==> config.mk <==
export PLATFORM = sky130hd
export DESIGN_NAME = fnd_scan_controller_flat
export DESIGN_NICKNAME = d
export VERILOG_FILES = /design/src/rtl/fnd_pkg.sv /design/src/rtl/fnd_scan_controller_if.sv /design/src/rtl/bin2bcd_seq.sv /design/src/rtl/fnd_scan_controller.sv /design/src/flat_wrapper.sv
export SDC_FILE = /design/constraint.sdc
export NUM_CORES = 1
export LEC_CHECK = 0
export CAP_MARGIN = 10
export CORE_ASPECT_RATIO = 2
export CORE_MARGIN = 5
export CORE_UTILIZATION = 45
export CTS_CLUSTER_DIAMETER = 60
export CTS_CLUSTER_SIZE = 14
export DETAILED_ROUTE_END_ITERATION = 6
export PLACE_DENSITY_LB_ADDON = 0.2
export SLEW_MARGIN = 0
export SYNTH_ARGS = -nofsm -noshare
export SYNTH_HDL_FRONTEND = slang
export SYNTH_SLANG_ARGS = --single-unit
==> constraint.sdc <==
create_clock -name i_clk -period 5 [get_ports i_clk]
set_clock_uncertainty 0.2 [all_clocks]
set_input_delay 0.75 -clock i_clk [delete_from_list [all_inputs] [get_ports i_clk]]
set_output_delay 0.75 -clock i_clk [all_outputs]
set_load 0.03 [all_outputs]
==> src/rtl/fnd_pkg.sv <==
// Shared definitions for the FND scan controller slice.
// Holds the controller FSM encoding, value limits and the small
// arithmetic helpers used by the binary-to-BCD converter.
package fnd_pkg;

    localparam int DATA_W     = 14;
    localparam int BCD_W      = 16;
    localparam int NUM_DIGITS = 4;

    localparam logic [DATA_W-1:0] MAX_VALUE = 14'd9999;

    // Iteration counter start value: one shift-add step per input bit.
    localparam logic [3:0] LAST_ITER = 4'd13;

    localparam logic [1:0] IDLE    = 2'd0;
    localparam logic [1:0] CONVERT = 2'd1;
    localparam logic [1:0] DONE    = 2'd2;

    // Values above the 4-digit range saturate to 9999.
    function automatic logic [DATA_W-1:0] clamp_value(input logic [DATA_W-1:0] v);
        return (v > MAX_VALUE) ? MAX_VALUE : v;
    endfunction

    // Double-dabble correction: a nibble of 5 or more gets +3 so the
    // following shift carries correctly into the next decimal digit.
    function automatic logic [3:0] dabble(input logic [3:0] n);
        return (n >= 4'd5) ? n + 4'd3 : n;
    endfunction

endpackage

==> src/rtl/fnd_scan_controller_if.sv <==
// Bus between the application logic and the FND scan controller.
//   i_valid/o_ready/i_data : value handshake (application -> controller)
//   o_overflow             : sticky "value exceeded 9999" flag
//   o_digitSelect/o_value/o_en : drive to the digit-select and font decoders
// master = application side, slave = controller side.
interface fnd_scan_controller_if;
    import fnd_pkg::*;

    logic              i_valid;
    logic              o_ready;
    logic [DATA_W-1:0] i_data;
    logic              o_overflow;
    logic [1:0]        o_digitSelect;
    logic [3:0]        o_value;
    logic              o_en;

    modport master (
        output i_valid, i_data,
        input  o_ready, o_overflow, o_digitSelect, o_value, o_en
    );

    modport slave (
        input  i_valid, i_data,
        output o_ready, o_overflow, o_digitSelect, o_value, o_en
    );

endinterface

==> src/rtl/bin2bcd_seq.sv <==
// Sequential 14-bit binary to 4-digit BCD converter (double-dabble),
// one shift-add step per clock, 14 steps per conversion.
//   clk, reset_n : clock and synchronous active-low reset
//   start        : load bin_in and begin a conversion
//   bin_in       : binary value, must already be limited to 9999
//   done         : high during the final step of a conversion
//   bcd_out      : BCD result, valid the cycle after done
module bin2bcd_seq
    import fnd_pkg::*;
(
    input  logic              clk,
    input  logic              reset_n,
    input  logic              start,
    input  logic [DATA_W-1:0] bin_in,
    output logic              done,
    output logic [BCD_W-1:0]  bcd_out
);

    logic              busy;
    logic [3:0]        iter;
    logic [DATA_W-1:0] bin_sr;
    logic [BCD_W-1:0]  bcd_sr;
    logic [BCD_W-1:0]  bcd_adj;

    always_comb begin
        bcd_adj = '0;
        for (int i = 0; i < NUM_DIGITS; i++) begin
            bcd_adj[4*i +: 4] = dabble(bcd_sr[4*i +: 4]);
        end
    end

    // Corrected BCD and the binary register shift left as one chain,
    // pulling the binary MSB into the BCD LSB.
    always_ff @(posedge clk) begin
        if (!reset_n) begin
            busy   <= 1'b0;
            iter   <= 4'd0;
            bin_sr <= '0;
            bcd_sr <= '0;
        end else if (start) begin
            busy   <= 1'b1;
            iter   <= LAST_ITER;
            bin_sr <= bin_in;
            bcd_sr <= '0;
        end else if (busy) begin
            bcd_sr <= {bcd_adj[BCD_W-2:0], bin_sr[DATA_W-1]};
            bin_sr <= {bin_sr[DATA_W-2:0], 1'b0};
            if (iter == 4'd0) begin
                busy <= 1'b0;
            end else begin
                iter <= iter - 4'd1;
            end
        end
    end

    assign done    = busy && (iter == 4'd0);
    assign bcd_out = bcd_sr;

endmodule

==> src/rtl/fnd_scan_controller.sv <==
// Sequencer for a 4-digit FND display. Accepts a binary value over a
// valid/ready handshake, converts it to BCD, and time-multiplexes the
// digits into the digit-select and font decoders.
//   i_clk     : system clock, rising edge
//   i_reset_n : synchronous active-low reset
//   bus       : handshake, overflow flag and decoder drive (slave side)
// Parameters: SCAN_DIV clocks per digit slot (2..2^20);
//             BLANK_LZ != 0 blanks leading zeros (digit 0 always shown).
module fnd_scan_controller
    import fnd_pkg::*;
#(
    parameter int SCAN_DIV = 100000,
    parameter int BLANK_LZ = 1
)
(
    input  logic i_clk,
    input  logic i_reset_n,
    fnd_scan_controller_if.slave bus
);

    localparam int PW = $clog2(SCAN_DIV);

    logic [PW-1:0]    pre_cnt;
    logic             tick;
    logic             tick_d;
    logic [1:0]       digit;
    logic [BCD_W-1:0] disp;
    logic [1:0]       state;
    logic             overflow;
    logic             transfer;
    logic             conv_done;
    logic [BCD_W-1:0] conv_bcd;
    logic [3:0]       nibble;
    logic             show;
    logic [1:0]       dsel_q;
    logic [3:0]       value_q;
    logic             en_q;

    assign tick     = (pre_cnt == PW'(SCAN_DIV - 1));
    assign transfer = bus.i_valid && (state == IDLE);

    bin2bcd_seq u_bin2bcd (
        .clk     (i_clk),
        .reset_n (i_reset_n),
        .start   (transfer),
        .bin_in  (clamp_value(bus.i_data)),
        .done    (conv_done),
        .bcd_out (conv_bcd)
    );

    // Prescaler and digit counter. tick_d marks the cycle after the
    // digit counter moved, which is when the output registers refresh.
    always_ff @(posedge i_clk) begin
        if (!i_reset_n) begin
            pre_cnt <= '0;
            digit   <= 2'd0;
            tick_d  <= 1'b0;
        end else begin
            pre_cnt <= tick ? '0 : pre_cnt + 1'b1;
            tick_d  <= tick;
            if (tick) begin
                digit <= digit + 2'd1;
            end
        end
    end

    // Handshake FSM. The display register only changes in DONE, so the
    // previous value keeps scanning for the whole conversion.
    always_ff @(posedge i_clk) begin
        if (!i_reset_n) begin
            state    <= IDLE;
            overflow <= 1'b0;
            disp     <= '0;
        end else begin
            case (state)
                IDLE: begin
                    if (transfer) begin
                        state <= CONVERT;
                        if (bus.i_data > MAX_VALUE) begin
                            overflow <= 1'b1;
                        end
                    end
                end
                CONVERT: begin
                    if (conv_done) begin
                        state <= DONE;
                    end
                end
                DONE: begin
                    disp  <= conv_bcd;
                    state <= IDLE;
                end
                default: state <= IDLE;
            endcase
        end
    end

    // A digit is blanked when it and every higher digit are zero.
    assign nibble = disp[{digit, 2'b00} +: 4];
    assign show   = (BLANK_LZ == 0) || (digit == 2'd0) ||
                    ((disp >> {digit, 2'b00}) != '0);

    // Outputs hold their reset values (enable off) until the first slot ends.
    always_ff @(posedge i_clk) begin
        if (!i_reset_n) begin
            dsel_q  <= 2'd0;
            value_q <= 4'd0;
            en_q    <= 1'b0;
        end else if (tick_d) begin
            dsel_q  <= digit;
            value_q <= nibble;
            en_q    <= show;
        end
    end

    assign bus.o_ready       = (state == IDLE);
    assign bus.o_overflow    = overflow;
    assign bus.o_digitSelect = dsel_q;
    assign bus.o_value       = value_q;
    assign bus.o_en          = en_q;

endmodule
==> src/flat_wrapper.sv <==
// flat-port wrapper written by rule: the top's interface ports become plain ports
module fnd_scan_controller_flat import fnd_pkg::*;
#(
    parameter int SCAN_DIV = 100000,
    parameter int BLANK_LZ = 1
)
  (i_clk, i_reset_n, bus_i_valid, bus_i_data, bus_o_ready, bus_o_overflow, bus_o_digitSelect, bus_o_value, bus_o_en);
  fnd_scan_controller_if bus_i ();
  input  logic i_clk;
  input  logic i_reset_n;
  input wire logic [$bits(bus_i.i_valid)-1:0] bus_i_valid;
  input wire logic [$bits(bus_i.i_data)-1:0] bus_i_data;
  output wire logic [$bits(bus_i.o_ready)-1:0] bus_o_ready;
  output wire logic [$bits(bus_i.o_overflow)-1:0] bus_o_overflow;
  output wire logic [$bits(bus_i.o_digitSelect)-1:0] bus_o_digitSelect;
  output wire logic [$bits(bus_i.o_value)-1:0] bus_o_value;
  output wire logic [$bits(bus_i.o_en)-1:0] bus_o_en;
  assign bus_i.i_valid = bus_i_valid;
  assign bus_i.i_data = bus_i_data;
  assign bus_o_ready = bus_i.o_ready;
  assign bus_o_overflow = bus_i.o_overflow;
  assign bus_o_digitSelect = bus_i.o_digitSelect;
  assign bus_o_value = bus_i.o_value;
  assign bus_o_en = bus_i.o_en;
  fnd_scan_controller #(.SCAN_DIV(SCAN_DIV), .BLANK_LZ(BLANK_LZ)) u_core (.i_clk(i_clk), .i_reset_n(i_reset_n), .bus(bus_i));
endmodule
# == Word level (Yosys, flattened, before mapping) ==
# Cells that the tools add are included.
# totals
regBits,81
input_bits,17
wordCells,66
out_inout_bits,9
# classes
magnitude_cmp,5
reduce_logical,14
mux,16
n_eq_ne,6
n_addsub,7
shift,2
bitwise_logic,2
# op_table
cell,count
two-way mux 14 bit,3
two-way mux 4 bit,6
adder 17 x 1 -> 17 bit (second input constant),1
== test 17 bit (second input constant),1
greater-or-equal comparator 4 x 3 -> 1 bit (second input constant),4
nonzero test 16 bit,1
indexed part select 16 x 5 -> 4 bit,1
right shift 16 x 4 -> 16 bit,1
> comparator 14 bit (second input constant),1
adder 4 x 2 -> 4 bit (second input constant),3
!= test 2 x 1 -> 1 bit (second input constant),3
AND reduction 2 bit,3
logical NOT 2 bit,2
logical NOT 4 bit,1
two-way mux 2 bit,2
case mux 2 bit (2 select lines),1
OR reduction 2 bit,2
subtractor 4 x 1 -> 4 bit (second input constant),1
adder 3 x 2 -> 3 bit (second input constant),1
two-way mux 1 bit,3
two-way mux 3 bit,1
AND reduction 3 bit,1
adder 2 x 1 -> 2 bit (second input constant),1
== test 2 x 1 -> 1 bit (second input constant),1
5 further kinds,7

# == Depth between registers and ports, before layout ==
# logic_depth
depth_word,4
mapped_depth,7
ltp_nobuf,6

# == By module ==
# Synthesis repeated with hierarchy kept, for this count alone.
# hier_totals
cells_unflattened,484
hier_area_um2,4140.2
# modules_own_cells
module,area_per_inst_um2,n_inst,cells_each,seq_area_each_um2
fnd_scan_controller,2080.7,1,245,920.9
bin2bcd_seq,2059.5,1,239,700.7

# == Worst setup path before layout ==
# Ideal clock, no wire load.
# synth_timing
kind,input port to flip-flop
from,in bus_i_data[6]
to,reg u_core.u_bin2bcd.bin_sr[6]
t_arrival_ns,1.949
path_slack_ns,2.791
setup_ns,0.060
required_ns,4.740
n_path_buf,1
cell_stages,5
path_cell_list,nor4_1 nor2_1 o311ai_0 clkbuf_1 o2111a_1
# synth_via
elab_chain_len,3
# synth_rtl
item,line_no,source
start: declaration,flat_wrapper.sv:12,input wire logic [$bits(bus_i.i_data)-1:0] bus_i_data;
> comparator 14 bit,fnd_pkg.sv:21,return (v > MAX_VALUE) ? MAX_VALUE : v;
two-way mux 14 bit *,fnd_pkg.sv:21,
two-way mux 14 bit *,bin2bcd_seq.sv:40,end else if (start) begin
end signal: assignment,bin2bcd_seq.sv:43,bin_sr <= bin_in;
end signal: assignment,bin2bcd_seq.sv:47,"bin_sr <= {bin_sr[DATA_W-2:0], 1'b0};"
end: declaration,bin2bcd_seq.sv:21,logic [DATA_W-1:0] bin_sr;
# Every way passes the cells marked *; elsewhere a longest branch is shown, timed or not.
# A chain may end at the register's enable or synchronous reset.

# == Worst setup path in the final report ==
# layout_timing
from,in bus_i_valid
to,"reg u_core.u_bin2bcd.bcd_sr[10], in the netlist u_core.u_bin2bcd.bcd_out[10]"
# layout_via
elab_chain_len,2
# layout_rtl
item,line_no,source
start: declaration,flat_wrapper.sv:11,input wire logic [$bits(bus_i.i_valid)-1:0] bus_i_valid;
logical AND 1 bit,fnd_scan_controller.sv:40,assign transfer = bus.i_valid && (state == IDLE);
OR reduction 2 bit (no line),-,
end signal: assignment,bin2bcd_seq.sv:46,"bcd_sr <= {bcd_adj[BCD_W-2:0], bin_sr[DATA_W-1]};"
end: declaration,bin2bcd_seq.sv:22,logic [BCD_W-1:0] bcd_sr;
# Every way passes these cells.

==> flow_summary.toml <==
[floorplan]
die_w_um = 75.6
die_y_um = 141
coreArea_um2 = 8530
ioPinCount = 26
num_rows = 48
dieArea_um2 = 10700
start_util_pct = 45.4

[sta]
worst_pin_slew_ps = 1050
period_minus_slack_ps = 2650
fin_tns_setup_ps = 0
finalMaxSlewViolations = 0
setup_viol_count_final = 0
hold_viol = 0
post-route-period-util_pct = 53.0
slew_headroom_pct = 30.1
rsz0062_at_grt = "no"
max_freq_ghz = 0.377

[cells_and_area]
layout_common_cells = "80 x dfxtp_1, 62 x nand2_1, 27 x a21boi_0"
final_common_cell = "dfxtp_1"
drive_gt1_share_pct = 5.95
multi_input_area_um2 = 2060
area_delta_synth_final_pct = 14.3
seqCellArea_um2 = 1620
nets = 478
final_util_pct = 51.9
fill_cells = 859
num_antenna_cells = 0

[synth]
synth_xor_area_share_pct = 3.62
ys_seq_area_share_pct = 41.9
synth_flop_cell = "dfxtp_1"
syn_area_um2 = 3870
synth_edf_count = 0
synthArstFlopShare_pct = 0
synth_nets = 468
ys_ff_latch = 81
muxShareOfSynthArea_pct = 7.75
ys_types = 49
synth_simple_gate_area_share_pct = 21.5
synth_area_leader_cell = "dfxtp_1"
synth_area_per_cell_um2 = 8.82
synth_top_family_by_area = "simple AND/OR/NAND/NOR gates"
synth_compound_area_share_pct = 16.4
yosys-top-cells-area = "dfxtp_1 42%, nand2_1 6.0%, mux2i_1 5.4%, a21boi_0 5.2%, ha_1 3.9%"
yosys_warnings = 0
synthAdderAreaFrac_pct = 3.88
synthCells = 439
synth_top_area_share_pct = 41.9

[global_routing]
antenna_found_initial = 0
track_usage_pct = 16.9
grt_pass1_vias = 3078
grt_start_max_net_pins = 53
grt_pass1_wl_mm = 14.0
overflow = 0

[cts]
clkSlewWorstSetupHoldPaths_ps = 60
post-cts-setup-buffer-count = 0
cts_buffers = 9
cts_tree = "yes"
htree_levels = 3
clock_latency_ps = 340
cts.repair.resized = 0
clk_path_buf_depth = 2
ctsRootBufferMaster = "clkbuf_16"
cts_hold_buf = 0
cts_sinks = 81

[routing]
ant_nets = 0
vias = 3091
wirelength_mm = 8.19
drc = 0
drt-initial-drc-count = 135
routedWlPerCell_um = 14.8
firstDrtPassIters = 5
vias_per_cell = 5.58

[power]
ir_drop_mv = 0.215
leakagePower_nw = 1.47
cellPowerDensity_nw_per_um2 = 327

[setup_path]
crit_type = "input pin to register"
worstSetupStartpointType = "input pin"
cp_slowest_cell = "or3b_2"
crit_fanout = 30
crit_path_end_kind = "register"
path_cells = "clkdlybuf4s50_1 > or3b_2 > nand2_1 > a221oi_1"
path_buf_inv = 1
critPathRequiredTime_ps = 4960
critPathMaxStageDelay_ps = 700
critical-path-top-delay-family = "simple AND/OR/NAND/NOR gates"
cp.arrival_ps = 2610

[placed_design]
place.gp.congestion = 0.816
port_buffers = 25
dp_hpwl_mm = 5.94

[run_status]
status = "complete, no violations"

[job]
max_cap_violations = 0

[min_path]
hp-class = "register to register"
-- cell type report --
class	count	area share, %
Multi-Input combinational cell	312	46.4
Inverter	18	1.53
Sequential cell	81	36.6
Tap cell	100	2.83
Timing Repair Buffer	27	5.93
Clock inverter	3	0.537
Clock buffer	13	6.10
-- routing by layer --
metal / vias up / routed length [um] / GRT usage (%)
li1: 1568 / - / -
met1: 1463 / 3120 / 17.1
met2: 42 / 4670 / 30.8
met3: 18 / 169 / 3.28
met4: 0 / 230 / 8.76
met5: - / 0 / 0
-- kinds of logic (layout without fill, tap and decap cells) --
| family | Yosys count | after routing |
|---|---|---|
| AO/OA/AOI/OAI | 94 | 94 |
| flip-flops | 81 | 81 |
| XOR/XNOR | 16 | 16 |
| buffers and inverters | 46 | 61 |
| multiplexers | 25 | 25 |
| adder cells (fa/ha/maj) | 12 | 12 |
| AND/OR/NAND/NOR | 165 | 165 |
-- per-stage QoR --
| stage | total power, mW | hold slack, ps | cells | instance area, um^2 | setup WS (ps) |
|---|---|---|---|---|---|
| floorplan | 0.794 | 218 | 439 | 3870 | 2790 |
| global placement | 0.829 | 232 | 537 | 4130 | 1820 |
| detailed placement | 0.832 | 245 | 537 | 4130 | 1720 |
| CTS | 1.47 | 256 | 553 | 4420 | 2060 |
| global route | 1.52 | 272 | 554 | 4430 | 2240 |
| finish | 1.45 | 253 | 554 | 4430 | 2350 |
-- synth_stat cells, types with 6 or more instances --
master	n
dfxtp_1	81
nand2_1	62
a21boi_0	27
nor2_1	26
clkbuf_1	23
mux2i_1	21
o21ai_0	19
inv_1	18
a21oi_1	17
nand3_1	16
ha_1	12
xnor2_1	12
nor2b_1	8
nor3_1	7
nor3b_1	7
or3_1	7
a31oi_1	6
-- report_power, final --
part	internal, mW	switching, mW	total [mW]	leakage (nW)
sequential	0.668	0.0273	0.695	0.658
clock	0.378	0.253	0.631	0.138
combinational	0.0602	0.0616	0.122	0.674
total	1.11	0.342	1.45	1.47
-- flip-flops by register name (all words and copies together), names as in the netlist, 2 cells and up --
name	flops
u_core.bus.o_digitSelect	2
u_core.bus.o_value	4
u_core.digit	2
u_core.disp	16
u_core.pre_cnt	17
u_core.state	2
u_core.u_bin2bcd.bcd_out	16
u_core.u_bin2bcd.bin_sr	14
u_core.u_bin2bcd.iter	4
-- path summary, 6_finish.rpt --
path / start / endpoint / slack [ps] / depth (start not counted)
setup / recovery: bus_i_valid / u_core.u_bin2bcd.bcd_out[10] / 2350 / 4
hold / removal: u_core.pre_cnt[0] / u_core.pre_cnt[0] / 250 / 1
setup reg to reg: u_core.u_bin2bcd.busy / u_core.u_bin2bcd.bcd_out[14] / 2690 / 3
hold reg to reg: u_core.pre_cnt[0] / u_core.pre_cnt[0] / 250 / 1
Note: power is estimated with default switching activity, not from simulation.
